--- src/rtl/shift_exec_stage.sv ---
// Two-register shift/rotate execute stage for the 16-bit ALU.
// Right shifts reuse the left barrel shifter via bit reversal.
module shift_exec_stage #(
    parameter int WIDTH = 16,
    parameter int SHW   = 4
) (
    input  logic             clk,
    input  logic             rst_n,
    input  logic             flush,
    input  logic             in_valid,
    output logic             in_ready,
    input  logic [1:0]       in_op,
    input  logic [WIDTH-1:0] in_data,
    input  logic [SHW-1:0]   in_shft,
    output logic             out_valid,
    input  logic             out_ready,
    output logic [WIDTH-1:0] out_data,
    output logic             out_c,
    output logic             out_z,
    output logic             out_n,
    output logic [15:0]      ops_done
);

    typedef enum logic [1:0] {
        OP_LSL = 2'b00,
        OP_LSR = 2'b01,
        OP_ASR = 2'b10,
        OP_ROL = 2'b11
    } op_e;

    typedef struct packed {
        op_e              op;
        logic [WIDTH-1:0] data;
        logic [SHW-1:0]   shft;
    } s1_t;

    function automatic logic [WIDTH-1:0] shl(
        input logic [WIDTH-1:0] x,
        input logic [SHW-1:0]   s
    );
        logic [WIDTH-1:0] t;
        t = x;
        if (s[0]) t = {t[WIDTH-2:0], 1'b0};
        if (s[1]) t = {t[WIDTH-3:0], 2'b0};
        if (s[2]) t = {t[WIDTH-5:0], 4'b0};
        if (s[3]) t = {t[WIDTH-9:0], 8'b0};
        return t;
    endfunction

    function automatic logic [WIDTH-1:0] rev(
        input logic [WIDTH-1:0] x
    );
        logic [WIDTH-1:0] t;
        for (int i = 0; i < WIDTH; i++) begin
            t[i] = x[WIDTH-1-i];
        end
        return t;
    endfunction

    logic             s1_valid_q, s1_valid_d;
    s1_t              s1_q, s1_d;
    logic             out_valid_q, out_valid_d;
    logic [WIDTH-1:0] out_data_q, out_data_d;
    logic             out_c_q, out_c_d;
    logic             out_z_q, out_z_d;
    logic             out_n_q, out_n_d;
    logic [15:0]      ops_done_q, ops_done_d;

    logic             s2_free;
    logic             accept;
    logic             advance;
    logic             xfer;

    always_comb begin
        s2_free  = !out_valid_q || out_ready;
        in_ready = !flush && (!s1_valid_q || s2_free);
        accept   = in_valid && in_ready;
        advance  = s1_valid_q && s2_free;
        xfer     = out_valid_q && out_ready;
    end

    logic [SHW-1:0]   sh_m1;
    logic [SHW-1:0]   sh_neg;
    logic [WIDTH-1:0] d_rev;
    logic [WIDTH-1:0] l_sh;
    logic [WIDTH-1:0] l_sh1;
    logic [WIDTH-1:0] r_sh;
    logic [WIDTH-1:0] r_sh1;
    logic [WIDTH-1:0] wrap;
    logic [WIDTH-1:0] keep;
    logic [WIDTH-1:0] res;
    logic             carry;
    logic             nz_sh;

    // Carry is the last bit shifted out: one step short of the full shift.
    always_comb begin
        nz_sh  = s1_q.shft != '0;
        sh_m1  = s1_q.shft - 1'b1;
        sh_neg = '0 - s1_q.shft;
        d_rev  = rev(s1_q.data);
        l_sh   = shl(s1_q.data, s1_q.shft);
        l_sh1  = shl(s1_q.data, sh_m1);
        r_sh   = rev(shl(d_rev, s1_q.shft));
        r_sh1  = shl(d_rev, sh_m1);
        wrap   = rev(shl(d_rev, sh_neg));
        keep   = rev(shl('1, s1_q.shft));
        res    = s1_q.data;
        carry  = 1'b0;
        unique case (1'b1)
            (s1_q.op == OP_LSL): begin
                res   = l_sh;
                carry = nz_sh && l_sh1[WIDTH-1];
            end
            (s1_q.op == OP_LSR): begin
                res   = r_sh;
                carry = nz_sh && r_sh1[WIDTH-1];
            end
            (s1_q.op == OP_ASR): begin
                res   = r_sh | (s1_q.data[WIDTH-1] ? ~keep : '0);
                carry = nz_sh && r_sh1[WIDTH-1];
            end
            (s1_q.op == OP_ROL): begin
                res   = l_sh | wrap;
                carry = nz_sh && res[0];
            end
            default: begin
                res   = s1_q.data;
                carry = 1'b0;
            end
        endcase
    end

    always_comb begin
        s1_valid_d  = s1_valid_q;
        s1_d        = s1_q;
        out_valid_d = out_valid_q;
        out_data_d  = out_data_q;
        out_c_d     = out_c_q;
        out_z_d     = out_z_q;
        out_n_d     = out_n_q;
        ops_done_d  = ops_done_q;

        if (accept) begin
            s1_d.op   = op_e'(in_op);
            s1_d.data = in_data;
            s1_d.shft = in_shft;
        end

        if (flush) begin
            s1_valid_d = 1'b0;
        end else if (accept) begin
            s1_valid_d = 1'b1;
        end else if (advance) begin
            s1_valid_d = 1'b0;
        end

        if (advance) begin
            out_data_d = res;
            out_c_d    = carry;
            out_z_d    = res == '0;
            out_n_d    = res[WIDTH-1];
        end

        if (flush) begin
            out_valid_d = 1'b0;
        end else if (advance) begin
            out_valid_d = 1'b1;
        end else if (s2_free) begin
            out_valid_d = 1'b0;
        end

        if (xfer && ops_done_q != 16'hFFFF) begin
            ops_done_d = ops_done_q + 16'd1;
        end
    end

    always_ff @(posedge clk or negedge rst_n) begin
        if (!rst_n) begin
            s1_valid_q  <= 1'b0;
            s1_q        <= '0;
            out_valid_q <= 1'b0;
            out_data_q  <= '0;
            out_c_q     <= 1'b0;
            out_z_q     <= 1'b0;
            out_n_q     <= 1'b0;
            ops_done_q  <= '0;
        end else begin
            s1_valid_q  <= s1_valid_d;
            s1_q        <= s1_d;
            out_valid_q <= out_valid_d;
            out_data_q  <= out_data_d;
            out_c_q     <= out_c_d;
            out_z_q     <= out_z_d;
            out_n_q     <= out_n_d;
            ops_done_q  <= ops_done_d;
        end
    end

    assign out_valid = out_valid_q;
    assign out_data  = out_data_q;
    assign out_c     = out_c_q;
    assign out_z     = out_z_q;
    assign out_n     = out_n_q;
    assign ops_done  = ops_done_q;

endmodule

--- config.mk ---
export PLATFORM = sky130hd
export DESIGN_NAME = shift_exec_stage
export DESIGN_NICKNAME = d
export VERILOG_FILES = /design/src/rtl/shift_exec_stage.sv
export SDC_FILE = /design/constraint.sdc
export NUM_CORES = 1
export LEC_CHECK = 0
export BUFFER_PORTS_ARGS = -buffer_cell sky130_fd_sc_hd__buf_2
export CAP_MARGIN = 20
export CORE_UTILIZATION = 40
export DETAILED_ROUTE_END_ITERATION = 8
export SYNTH_ARGS = -nofsm -noshare
export SYNTH_HDL_FRONTEND = slang
export SYNTH_SLANG_ARGS = --single-unit
export TNS_END_PERCENT = 10
--- constraint.sdc ---
create_clock -name clk -period 9.44 [get_ports clk]
set_input_delay 1.888 -clock clk [delete_from_list [all_inputs] [get_ports clk]]
set_output_delay 1.888 -clock clk [all_outputs]
set_load 0.03 [all_outputs]
Word-level counts from Yosys, hierarchy flattened --
Index checks and enable logic that the tools add are counted.
Word-level totals: input port bits 27, output and inout bits 37, bits in registers 59
Cells by class: bitwise gates (word level) 3, equal/unequal tests 4, muxes and demuxes 33, reduce and logical (&&, ||, !) cells 19, add/sub/neg operators 3
Operators with widths (number):
- two-way mux 16 bit | 24
- one-hot mux 16 bit (4 select lines) | 1
- OR 16 bit | 2
- adder 16 x 1 -> 16 bit (second input constant) | 1
- zero test 16 bit | 1
- != test 16 bit (second input constant) | 1
- NOT 16 bit | 1
- logical AND 1 bit | 8
- two-way mux 1 bit | 7
- nonzero test 3 bit | 2
- equality test 2 bit (second input constant) | 2
- nonzero test 4 bit | 1
- subtractor 1 x 4 -> 4 bit (first input constant) | 1
- subtractor 4 x 1 -> 4 bit (second input constant) | 1
- zero test 1 bit | 3
- one-hot mux 1 bit (3 select lines) | 1
- equality test 2 x 1 -> 1 bit (second input constant) | 1
- zero test 2 bit | 1
- logical OR 1 bit | 2
- OR reduction 2 bit | 1

Depth between registers and ports, before layout --
word-level depth 9, mapped depth 16

Worst setup path before layout --
No wires, ideal clock.
path kind input port to output port, start point input port out_ready, end point output port in_ready, data arrival time 2.496 ns, cell stages on the path 2, setup slack 5.056 ns, required time 7.552 ns, cells stage by stage nor2b_1 -> a21oi_1
On the way: longest elaborated chain between the ends 3
Ends and longest elaborated chain:
- from (decl) | line 16 | input logic out_ready,
- logical OR 1 bit | line 75 | s2_free = !out_valid_q || out_ready;
- logical OR 1 bit | line 76 | in_ready = !flush && (!s1_valid_q || s2_free);
- logical AND 1 bit | line 76
- to (decl) | line 11 | output logic in_ready,
No other way between the ends.

Worst setup path after layout --
start point register s1_q[0] (netlist bit), end point register out_z_q, in the netlist out_z
On the way: longest elaborated chain between the ends 9, elaborated cells between the ends (all ways) 23, classes of those cells add/sub: 1; mux: 18; bitwise: 3; reduce/logical: 1
Ends and longest elaborated chain:
- from (decl) | line 61 | s1_t s1_q, s1_d;
- from (signal assigned) | line 180 | s1_q <= '0;
- from (signal assigned) | line 189 | s1_q <= s1_d;
- parallel branches: the longest is 7 deep, another holds subtractor 1 x 4 -> 4 bit
- one-hot mux 16 bit (4 select lines) * | line 109 | unique case (1'b1)
- zero test 16 bit * | line 160 | out_z_d = res == '0;
- to (signal assigned) | line 193 | out_z_q <= out_z_d;
- to (decl) | line 65 | logic out_z_q, out_z_d;
Every way passes the cells marked *. A chain may end at the register's enable or synchronous reset.

==> out/metrics.cfg <==
[global_routing]
gr-total-overflow = 0
grt_usage_pct = 26.3
grt_pass1_wl_mm = 26.4
grt_max_degree = 68
grt_pass1_vias = 4499
antenna_found_initial = 0

[sta]
period_minus_slack_ps = 5020
finalSetupViolations = 0
fin_crit_sh_pct = 53.2
relSlewSlack_pct = 37.0
finalHoldViolCount = 0
maxSlewViolCount = 0
fmax_ghz = 0.199
grt_setup_unrepaired = no
tightest_slew_ps = 942
finClkSkew_ps = 4.59
fin_setup_tns_ps = 0

[place]
hpwlAfterDp_mm = 12.2
port-buffer-count = 63
gp_congestion = 0.980

[clocking]
clock_sinks = 58
cts_tree = done
cts_setup_buffers = 0
ctsHoldBuffers = 0
clk_pin_slew_ps = 50
postCtsResizedCells = 0
clk_path_buf_depth = 2
cts-htree-levels = 3
clock-root-buffer = clkbuf_16
worstSkewPairLatency_ps = 320
cts_made_buffers = 9

[worst_setup_path]
crit_top_cell = ha_1
critPathMaxStageDelay_ps = 810
cp-end-kind = flop
slowest_stage = clkinv_1
critPathMaxFanout = 67
cp.arrival_ps = 5260
critPathKind = flop to flop
cp_top_family = buffers and inverters
crit_buf_inv = 3
start_kind = flop
cp.required_ps = 9670
rrSetupSlack_ps = 4420
path_cells = buf_4, clkinv_1, ha_1, inv_1, ha_1, mux2i_1, nor3_1, a211o_1, a211oi_1, nand4_1, or4_4, o31ai_2

[power_and_ir_drop]
ir_worst_vdd_mv = 0.140
p_per_area_nw_per_um2 = 241
power_uw = 1420
power_leakage_uw = 0.00252

[route]
vias = 4940
wl_per_cell_um = 23.0
vias_per_cell = 6.48
ant_nets = 0
wirelength_met1_mm = 7.42
dr.pass1.iters = 5
drt_iter0_markers = 574
route.met3.wl_mm = 1.73
dr.max_layer_used = met4
drcViolationCount = 0
wirelength_mm = 17.5
met2_length_mm = 7.74

[status]
outcome = complete, no violations

[die]
initial_utilization_pct = 41.2
row_count = 41
design.portCount = 64
fp.coreArea_sq_um = 12700
die_w_um = 116
die_area_sq_um = 13500
die_y_um = 116

[logic_synthesis]
yosysSeqAreaShare_pct = 27.8
synth_edf_count = 0
synth_top_area_cell = dfrtp_1
synth_seq_cells = 58
syn_area_sq_um = 5230
syn_inst = 559
syn-num-nets = 595
synth.top_cell.area_share_pct = 27.8
synth_area_leaders = dfrtp_1 28%, mux4_2 10%, mux2_2 8.6%
yosysWarningCount = 0
async_flop_share_pct = 100
syn_avg_cell_area_sq_um = 9.35
ys.flop_type = dfrtp_1
ys_types = 65

[final_layout]
diodes = 0
fin_nets = 621
drive_gt1_share_pct = 28.1
syn_to_final_growth_pct = 12.4

[hold_path]
min_path_type = flop to flop

[run]
max-cap-violations = 0

[power by group]
| part | internal (uW) | total [uW] | switching, uW |
|---|---|---|---|
| registers | 300 | 381 | 80.2 |
| logic | 284 | 730 | 446 |
| clock network | 202 | 308 | 106 |
[through the flow]
stage	std cells	hold slack (ps)	area, sq um	setup WS [ps]	util, %
2_1_floorplan	559	526	5230	5060	-
3_3_place_gp	746	455	5590	4590	44.1
3_5_place_dp	746	459	5590	4500	44.1
4_1_cts	762	472	5880	4490	46.4
5_1_grt	762	500	5880	4060	46.4
6_report	762	466	5880	4420	46.4
[cell type report]
type / count / area, sq um
sequential: 58 / 1450
fill: 1245 / 6790
clock buffer: 10 / 229
tap: 172 / 215
inverter: 9 / 33.8
timing repair buffer: 72 / 383
multi-input combinational: 435 / 3500
clock inverter: 6 / 57.6
[sequential cells by signal, indices dropped and copies added, names as in the netlist]
name and count:
out_c 1, ops_done 16, out_data 16, s1_q 6, out_valid 1, s1_valid_q 1, out_z 1, d_rev 16
[metal layers]
metal | track usage, % | vias to the layer above
met2 | 39.7 | 345
li1 | - | 2156
met1 | 37.0 | 2385
met5 | 0 | -
met3 | 5.09 | 54
met4 | 10.8 | 0
[synth_stat cells, types with 3 or more instances]
library cell	number
dfrtp_1	58
nand2_1	53
mux2i_1	43
mux2_2	40
nor2_1	35
clkbuf_1	32
mux4_2	24
o21ai_0	24
a21oi_1	20
nand3_1	19
nand2b_1	15
nor2b_1	12
xnor2_1	12
nor3_1	11
buf_1	10
nand4_1	10
buf_2	9
ha_1	9
and3_1	8
a22oi_1	7
inv_1	7
a211oi_1	6
a221oi_1	5
buf_4	5
or2_2	5
a31oi_1	4
a32oi_1	4
nor4_1	4
o211ai_1	4
o22ai_1	4
o311ai_0	4
xor2_1	4
and2_1	3
mux4_1	3
o2bb2ai_1	3
[cell usage in the layout (no fill, tap or decap), types with 19 or more instances in the layout]
master   count
a21oi_1     20
buf_2       63
dfrtp_1     56
mux2_2      40
mux2i_1     43
mux4_2      24
nand2_1     53
nand3_1     19
nor2_1      35
o21ai_0     24
[path summary, 6_finish.rpt]
path	start	end	cells after the start
worst max-delay path	s1_q[0]	out_z	12
worst min-delay path	out_data[11]	out_data[11]	2
worst max register to register	s1_q[0]	out_z	12
worst min register to register	out_data[11]	out_data[11]	2
max in group asynchronous	rst_n	s1_q[0]	2
min in group asynchronous	rst_n	ops_done[5]	2
[logic make-up after synthesis]
logic type                 share of synthesized area, %
adders and majority gates                          2.15
and+or+nand+nor                                    17.7
AOI/OAI and AO/OA                                  15.5
xor gates and xnor gates                           2.68
muxes                                              28.7
DFF                                                27.8
buffers and inverters                              5.46
[worst reg2reg max path, delay by kind of cell (launching register included)]
kind	cells	cell delay [ps]
adder cells (fa/ha/maj)	2	1180
AO/OA/AOI/OAI	3	860
flip-flops	1	330
AND/OR/NAND/NOR	3	650
multiplexers	1	350
buffers and inverters	3	1570
(Power assumes the default switching activity.)
